$ cat src/rtl/burst_line_adaptor_pkg.sv
// ============================================================================
// burst_line_adaptor_pkg : shared FSM encoding and address helper.  Rev 1.0
// ============================================================================
`default_nettype none

package burst_line_adaptor_pkg;

    localparam int MAX_ADDR_W = 64;

    typedef enum logic [2:0] {
        ST_IDLE       = 3'd0,
        ST_READ       = 3'd1,
        ST_READ_DONE  = 3'd2,
        ST_WRITE      = 3'd3,
        ST_WRITE_DONE = 3'd4
    } state_e;

    // Clears the byte-offset bits so the memory always sees a line-aligned address.
    function automatic logic [MAX_ADDR_W-1:0] align_addr(
        input logic [MAX_ADDR_W-1:0] addr,
        input int                    off_w
    );
        logic [MAX_ADDR_W-1:0] mask;
        mask = {MAX_ADDR_W{1'b1}} << off_w;
        return addr & mask;
    endfunction

endpackage

`default_nettype wire

$ cat src/rtl/line_beat_buffer.sv
// ============================================================================
// line_beat_buffer : BEATS x BURST_W line store with beat-wise access.  Rev 1.0
// ============================================================================
`default_nettype none

module line_beat_buffer #(
    parameter  int LINE_W  = 256,
    parameter  int BURST_W = 64,
    localparam int BEATS   = LINE_W / BURST_W,
    localparam int CNT_W   = $clog2(BEATS)
) (
    input  logic               clk,
    input  logic               load_i,
    input  logic [LINE_W-1:0]  line_i,
    input  logic               wr_en_i,
    input  logic [CNT_W-1:0]   beat_i,
    input  logic [BURST_W-1:0] burst_i,
    output logic [BURST_W-1:0] burst_o,
    output logic [LINE_W-1:0]  line_o
);

    logic [BURST_W-1:0] buf_q [BEATS];

    // No reset: contents are only meaningful after a load or a full read.
    always_ff @(posedge clk) begin
        for (int b = 0; b < BEATS; b++) begin
            if (load_i) begin
                buf_q[b] <= line_i[b*BURST_W +: BURST_W];
            end else if (wr_en_i && (beat_i == CNT_W'(b))) begin
                buf_q[b] <= burst_i;
            end
        end
    end

    for (genvar g = 0; g < BEATS; g++) begin : g_flat
        assign line_o[g*BURST_W +: BURST_W] = buf_q[g];
    end

    assign burst_o = buf_q[beat_i];

endmodule

`default_nettype wire

$ cat src/rtl/burst_line_adaptor.sv
// ============================================================================
// burst_line_adaptor : splits an LLC line request into memory bursts.  Rev 1.0
// ============================================================================
`default_nettype none

module burst_line_adaptor
    import burst_line_adaptor_pkg::*;
#(
    parameter int LINE_W  = 256,
    parameter int BURST_W = 64,
    parameter int ADDR_W  = 32
) (
    input  logic               clk,
    input  logic               reset_n,
    input  logic [LINE_W-1:0]  line_i,
    output logic [LINE_W-1:0]  line_o,
    input  logic [ADDR_W-1:0]  address_i,
    input  logic               read_i,
    input  logic               write_i,
    output logic               resp_o,
    input  logic [BURST_W-1:0] burst_i,
    output logic [BURST_W-1:0] burst_o,
    output logic [ADDR_W-1:0]  address_o,
    output logic               read_o,
    output logic               write_o,
    input  logic               resp_i
);

    localparam int BEATS = LINE_W / BURST_W;
    localparam int CNT_W = $clog2(BEATS);
    localparam int OFF_W = $clog2(LINE_W / 8);

    state_e             state_q, state_d;
    logic [CNT_W-1:0]   beat_q, beat_d;
    logic [ADDR_W-1:0]  addr_q, addr_d;

    logic [ADDR_W-1:0]  w_addr_aligned;
    logic               w_last_beat;
    logic               w_buf_load;
    logic               w_buf_we;
    logic [BURST_W-1:0] w_buf_burst;
    logic [LINE_W-1:0]  w_buf_line;

    assign w_addr_aligned = ADDR_W'(align_addr(MAX_ADDR_W'(address_i), OFF_W));
    assign w_last_beat    = (beat_q == CNT_W'(BEATS - 1));

    always_ff @(posedge clk or negedge reset_n) begin
        if (!reset_n) begin
            state_q <= ST_IDLE;
            beat_q  <= '0;
            addr_q  <= '0;
        end else begin
            state_q <= state_d;
            beat_q  <= beat_d;
            addr_q  <= addr_d;
        end
    end

    // The terminal beat leaves the counter at BEATS-1 so it never wraps.
    always_comb begin
        state_d = state_q;
        beat_d  = beat_q;
        addr_d  = addr_q;
        case (state_q)
            ST_IDLE: begin
                if (read_i || write_i) begin
                    state_d = read_i ? ST_READ : ST_WRITE;
                    addr_d  = w_addr_aligned;
                    beat_d  = '0;
                end
            end
            ST_READ: begin
                if (resp_i) begin
                    if (w_last_beat) state_d = ST_READ_DONE;
                    else             beat_d  = beat_q + CNT_W'(1);
                end
            end
            ST_WRITE: begin
                if (resp_i) begin
                    if (w_last_beat) state_d = ST_WRITE_DONE;
                    else             beat_d  = beat_q + CNT_W'(1);
                end
            end
            ST_READ_DONE:  state_d = ST_IDLE;
            ST_WRITE_DONE: state_d = ST_IDLE;
            default:       state_d = ST_IDLE;
        endcase
    end

    always_comb begin
        read_o     = (state_q == ST_READ);
        write_o    = (state_q == ST_WRITE);
        resp_o     = (state_q == ST_READ_DONE) || (state_q == ST_WRITE_DONE);
        address_o  = (read_o || write_o) ? addr_q : '0;
        burst_o    = write_o ? w_buf_burst : '0;
        line_o     = (state_q == ST_READ_DONE) ? w_buf_line : '0;
        w_buf_load = (state_q == ST_IDLE) && !read_i && write_i;
        w_buf_we   = read_o && resp_i;
    end

    line_beat_buffer #(
        .LINE_W  (LINE_W),
        .BURST_W (BURST_W)
    ) u_buf (
        .clk     (clk),
        .load_i  (w_buf_load),
        .line_i  (line_i),
        .wr_en_i (w_buf_we),
        .beat_i  (beat_q),
        .burst_i (burst_i),
        .burst_o (w_buf_burst),
        .line_o  (w_buf_line)
    );

endmodule

`default_nettype wire

$ cat config.mk
export PLATFORM = sky130hd
export DESIGN_NAME = burst_line_adaptor
export DESIGN_NICKNAME = d
export VERILOG_FILES = /design/src/rtl/burst_line_adaptor_pkg.sv /design/src/rtl/line_beat_buffer.sv /design/src/rtl/burst_line_adaptor.sv
export SDC_FILE = /design/constraint.sdc
export NUM_CORES = 1
export LEC_CHECK = 0
export CAP_MARGIN = 20
export CORE_AREA = 2 2 275 277
export DETAILED_ROUTE_END_ITERATION = 16
export DIE_AREA = 0 0 277 279
export PLACE_DENSITY = 0.46
export SLEW_MARGIN = 30
export SYNTH_ARGS = -nofsm -noshare
export SYNTH_HDL_FRONTEND = slang
export SYNTH_SLANG_ARGS = --single-unit
export TNS_END_PERCENT = 20
$ cat constraint.sdc
create_clock -name clk -period 4.6 [get_ports clk]
set_clock_uncertainty 0.1 [all_clocks]
set_input_delay 0.92 -clock clk [delete_from_list [all_inputs] [get_ports clk]]
set_output_delay 0.92 -clock clk [all_outputs]
set_load 0.1 [all_outputs]
Word-level counts from Yosys, hierarchy flattened

Memory sizes are Yosys's and may differ from the RTL's.
Index checks and enable logic that the tools add are counted.

Reduce and logical (&&, ||, !) cells: 18
Bitwise logic cells: 4
Eq/ne operators: 14
Add/subtract/negate cells: 1
Mux-type cells: 32
Shift-type cells: 0
Magnitude comparators: 0
Multipliers: 0
Div/mod/pow operators: 0

Operator list:

| kind                                                                  | number |
|---|---|
| 64-bit 2-to-1 mux                                                     | 5 |
| 256-bit 2-to-1 mux                                                    | 1 |
| 32-bit 2-to-1 mux                                                     | 1 |
| 3-bit 2-to-1 mux                                                      | 5 |
| 1-bit 2-to-1 mux                                                      | 14 |
| 2-bit by 1-bit != test with 1-bit output, second input constant       | 5 |
| 3-bit case mux with 3 select lines                                    | 1 |
| 2-bit 2-to-1 mux                                                      | 4 |
| 1-bit logical AND                                                     | 7 |
| 3-bit by 2-bit equality test with 1-bit output, second input constant | 2 |
| 5-bit AND reduction                                                   | 1 |
| 2-bit equality test, second input constant                            | 2 |
| 2-bit != test, second input constant                                  | 2 |
| 1-bit bitwise OR                                                      | 4 |
| 2-bit case mux with 2 select lines                                    | 1 |
| 4-bit AND reduction                                                   | 1 |
| 3-bit by 1-bit equality test with 1-bit output, second input constant | 1 |
| 3-bit equality test, second input constant                            | 1 |
| 3-bit zero test                                                       | 1 |
| 1-bit logical OR                                                      | 3 |
| 2-bit by 1-bit adder with 2-bit output, second input constant         | 1 |
| 2-bit by 1-bit equality test with 1-bit output, second input constant | 1 |
| 2-bit zero test                                                       | 1 |
| 2-bit AND reduction                                                   | 1 |
| 3 further kinds                                                       | 3 |

Input port bits: 357
Output and inout bits: 355
Register bits after elaboration: 32
ROM bits: 0
Bits in writable memories: 256
Memories kept: 1
Word-level logic and storage cells: 73
Bits in latches: 0

Memory list:

| name        | depth | width | rd ports | clocked after Yosys merged registers in | wr ports | RTL line               | RTL |
|---|---|---|---|---|---|---|---|
| u_buf.buf_q | 4     | 64    | 5        | 0                                       | 4        | line_beat_buffer.sv:22 | `logic [BURST_W-1:0] buf_q [BEATS];` |

Logic depth before layout (Yosys ltp)

Depth in word-level cells: 7
Gate-level depth with buffers: 8
Mapped depth without buffers: 4

Modules after synthesis

From an unflattened synthesis, not the netlist that was laid out.

Cells, all modules: 1117
Area total of the unflattened synthesis: 17141.4 um^2

Modules (own cells, without submodules):

| module             | seq. area each (um^2) | area an instance (um^2) | cells each | times used |
|---|---|---|---|---|
| line_beat_buffer   | 7687.4                | 13255.2                 | 631        | 1 |
| burst_line_adaptor | 800.8                 | 3886.2                  | 486        | 1 |

Worst setup path before layout

No wires, ideal clock.

Path kind: register to output
From: reg beat_q[1]
To: out burst_o[25]
Required time: 3.580 ns
Arrival time: 2.530 ns
Path slack: 1.050 ns
Cell stages (with the launch flop): 5
Buffers on the path: 2
Path through: dfrtp_1 > buf_2 > clkbuf_1 > mux4_2 > nor2b_1

Cells in the longest elaborated chain, start to end: 2

Ends and longest elaborated chain:

| element                  | RTL line                 | RTL |
|---|---|---|
| start: declaration       | burst_line_adaptor.sv:34 | `logic [CNT_W-1:0] beat_q, beat_d;` |
| start signal: assignment | burst_line_adaptor.sv:54 | `beat_q <= beat_d;` |
| memory 4 x 64 bit        | n/a                      |  |
| 64-bit 2-to-1 mux        | burst_line_adaptor.sv:95 | `burst_o = write_o ? w_buf_burst : '0;` |
| end: declaration         | burst_line_adaptor.sv:22 | `output logic [BURST_W-1:0] burst_o,` |

Every way passes these cells.

Worst setup path after layout

From: reg state_q[1]
To: out line_o[136]

Cells in the longest elaborated chain, start to end: 2

Ends and longest elaborated chain:

| element                                        | RTL line                 | RTL |
|---|---|---|
| start: declaration                             | burst_line_adaptor.sv:33 | `state_e state_q, state_d;` |
| start signal: assignment                       | burst_line_adaptor.sv:53 | `state_q <= state_d;` |
| 3-bit by 2-bit equality test with 1-bit output | burst_line_adaptor.sv:96 | `line_o = (state_q == ST_READ_DONE) ? w_buf_line : '0;` |
| 256-bit 2-to-1 mux                             | burst_line_adaptor.sv:96 |  |
| end: declaration                               | burst_line_adaptor.sv:16 | `output logic [LINE_W-1:0] line_o,` |

Every way passes these cells.

==> summary.md <==
| Metric | Value |
|---|---|
| Fraction of layout cells with a size suffix above 1 | `39.2%` |
| Synthesized area per cell | `14.5 µm²` |
| CTS sink count | `288` |
| Yosys warnings | `0` |
| Final-stage net count | `2,153` |
| LEAKAGE | `9.41 nW` |
| DR DRC count | `0` |
| Total negative slack | `0 ns` |
| DR pass1 iterations | `4` |
| Setup violations, final | `0` |
| Simple-Gate Fraction of Synth Area | `14.4%` |
| Fin. max-slew vios | `0` |
| Hold Path Origin | `addr_q[12]` |
| RSZ-0062 raised after global routing | `false` |
| Largest net degree at the start of global routing | `129` |
| HP Class | `register to register` |
| Die ar. | `77,300 µm²` |
| Crit path launch type | `register` |
| Worst vdd ir | `527 µV` |
| WS Path Type | `register to output pin` |
| R2r setup slk | `1.50 ns` |
| Power Dens Cells | `681 nW/µm²` |
| Period utilisation layout | `89.0%` |
| CTS resizes | `0` |
| H-tree levels | `2` |
| GR Overflow Total | `0` |
| #FFs+latches synth | `288` |
| Post-CTS Setup Bufs | `0` |
| First-pass GRT wire length | `98,800 µm` |
| Hold endpoint | `addr_q[12]` |
| Arrival @ worst endpoint | `3.07 ns` |
| Rows | `100` |
| Clock Path Buffers | `3` |
| Slew HR | `32.3%` |
| IO Count | `712` |
| Synth Flop Type | `edfxtp_1` |
| Number of global-route vias before repair | `13,533` |
| Cells after Synth | `1,113` |
| Routed length per placed instance | `25.4 µm` |
| Max-Cap Viols | `0` |
| Worst setup EP type | `output pin` |
| Synth area leaders | `edfxtp_1 48%, mux2_2 15%, and2_1 11%` |
| Die width | `277 µm` |
| Async SR Flop Fraction | `11.1%` |
| Via count | `12,137` |
| Dpl cell area | `23,300 µm²` |
| Post-Synth Adder-Cell Area | `0.311%` |
| Final core occ | `33.1%` |
| Reg2Reg Capture Point | `u_buf.buf_q[0][8]` |
| Final ANT Viol Nets | `0` |
| Crit path max fanout | `12` |
| Final Hold Slack | `0.396 ns` |
| Xor/xnor share of the synthesized area | `0.0544%` |
| Area leader, netlist | `edfxtp_1` |
| Final Critical Period | `4.09 ns` |
| Core ar. | `74,100 µm²` |
| Top cell type's share of synthesized area | `47.7%` |
| Synthesized area | `16,100 µm²` |
| Final Wtd Congestion | `0.797` |
| Compound-cell area share of the yosys netlist | `0.233%` |
| Antenna violations before repair | `10` |
| Peak Freq | `244 MHz` |
| Layout Area Growth over Synthesis | `52.2%` |
| # port buffers | `701` |
| Final HPWL DP | `48,800 µm` |
| CTS tree | `yes` |
| Fin area | `24,500 µm²` |
| Post-synth EDFFs | `256` |
| Via/cell ratio | `4.34` |
| Clock Latency Late Sink | `0.55 ns` |
| WHS Path Cells | `1` |
| Sequential fraction of the synthesis area | `52.7%` |
| Post-synthesis mux area share | `28.8%` |
| Final wirelength | `71,000 µm` |
| Clock Pin Slew Worst Setup and Hold Paths | `0.05 ns` |
| Crit. Startpoint | `state_q[1]` |
| Worst-margin pin slew | `1.01 ns` |
| Total CTS buffers | `39` |
| Hold Buf Count CTS | `0` |
| Starting DRT DRC Count | `635` |
| Main combinational cell family by area after synthesis | `multiplexers` |
| Data required, critical path | `3.58 ns` |
| Count of cell types in the netlist | `34` |
| Initial Utilization | `21.7%` |
| GRT Util Overall | `17.7%` |
| R2R Path Start | `beat_q[0]` |
| Final Hold Viols | `0` |
| CTS root buf | `clkbuf_16` |
| Outcome | `complete, no violations` |
| Worst R2R Path Depth | `6` |
| Die Ht | `279 µm` |
metal layers:
layer / GRT usage (%) / vias to the layer above / routed length [µm]
met5: 0 / - / 27
met4: 6.03 / 4 / 1940
met3: 6.39 / 97 / 6120
met2: 31.3 / 486 / 36100
met1: 19.6 / 6111 / 26800
li1: - / 5439 / -
area by class of cell:
class,count,area [µm²]
Antenna cell,8,20.0
Clock buffer,53,1090
Clock inverter,18,82.6
Fill cell,7448,49600
Inverter,4,15.0
Multi-Input combinational cell,734,7130
Sequential cell,288,8500
Tap cell,969,1210
Timing Repair Buffer,725,6470
worst max path at each step:
stage / slack [ns] / to / cells past startpoint
floorplan: 1.05 / burst_o[25] / 4
global placement: 1.06 / u_buf.buf_q[2][23] / 5
detailed placement: 1.03 / u_buf.buf_q[2][23] / 5
CTS: 0.43 / line_o[136] / 3
global route: 0.36 / line_o[136] / 3
finish: 0.51 / line_o[136] / 3
registers in the layout, indices dropped and copies added, names as in the netlist:
name / cells
addr_q: 27
beat_q: 2
u_buf.buf_q: 256
state_q: 3
cell usage in the layout (no fill, tap or decap), types with 2 or more instances in the layout:
cell type,instances
and2_1,283
buf_12,11
buf_4,359
clkbuf_1,10
clkbuf_16,41
clkbuf_8,2
clkdlybuf4s50_1,355
clkinv_1,8
clkinv_2,9
conb_1,5
dfrtp_1,30
dfrtp_4,2
diode_2,8
edfxtp_1,256
ha_1,4
inv_1,4
mux2_1,67
mux2_2,215
mux4_2,64
nand2_1,3
nand2_4,8
nand3b_1,2
nor2b_1,66
through the flow:
step | power, mW | instances | setup WS (ns)
final | 16.7 | 2799 | 0.506
after global routing | 17.3 | 2799 | 0.362
after CTS | 17.0 | 2791 | 0.432
after detailed placement | 14.0 | 2720 | 1.03
after global placement | 14.0 | 2720 | 1.06
after floorplan | 11.3 | 1117 | 1.05
report_power, final:
group / leakage [nW] / total [mW] / internal, mW / switching, mW
clock network: 0.579 / 2.87 / 1.65 / 1.22
registers: 2.73 / 4.15 / 3.72 / 0.429
logic: 6.11 / 9.67 / 2.69 / 6.98
total: 9.41 / 16.7 / 8.06 / 8.62
cell usage after synthesis (2+ instances only):
master,instances
mux2_1,67
dfrtp_1,32
nor2b_1,66
ha_1,4
buf_6,22
and2_1,283
mux2_2,215
mux4_2,64
buf_4,8
nand3b_1,2
clkbuf_1,42
edfxtp_1,256
buf_1,2
nand2_1,11
inv_1,4
buf_2,17
cells by family (layout without fill, tap and decap cells):
family                   Yosys count  count (layout)
AND/OR/NAND/NOR                  371             371
multiplexers                     347             347
flip-flops                       288             288
buffers and inverters             95             800
AO/OA/AOI/OAI                      6               6
adder cells (fa/ha/maj)            4               4
other                              1              13
XOR/XNOR                           1               1
critical path, stage by stage (launching register included):
cell,delay (ns)
dfrtp_1,0.51
nor3b_4,0.64
and2_1,0.22
clkdlybuf4s50_1,1.15
Note: power is estimated with default switching activity, not from simulation.
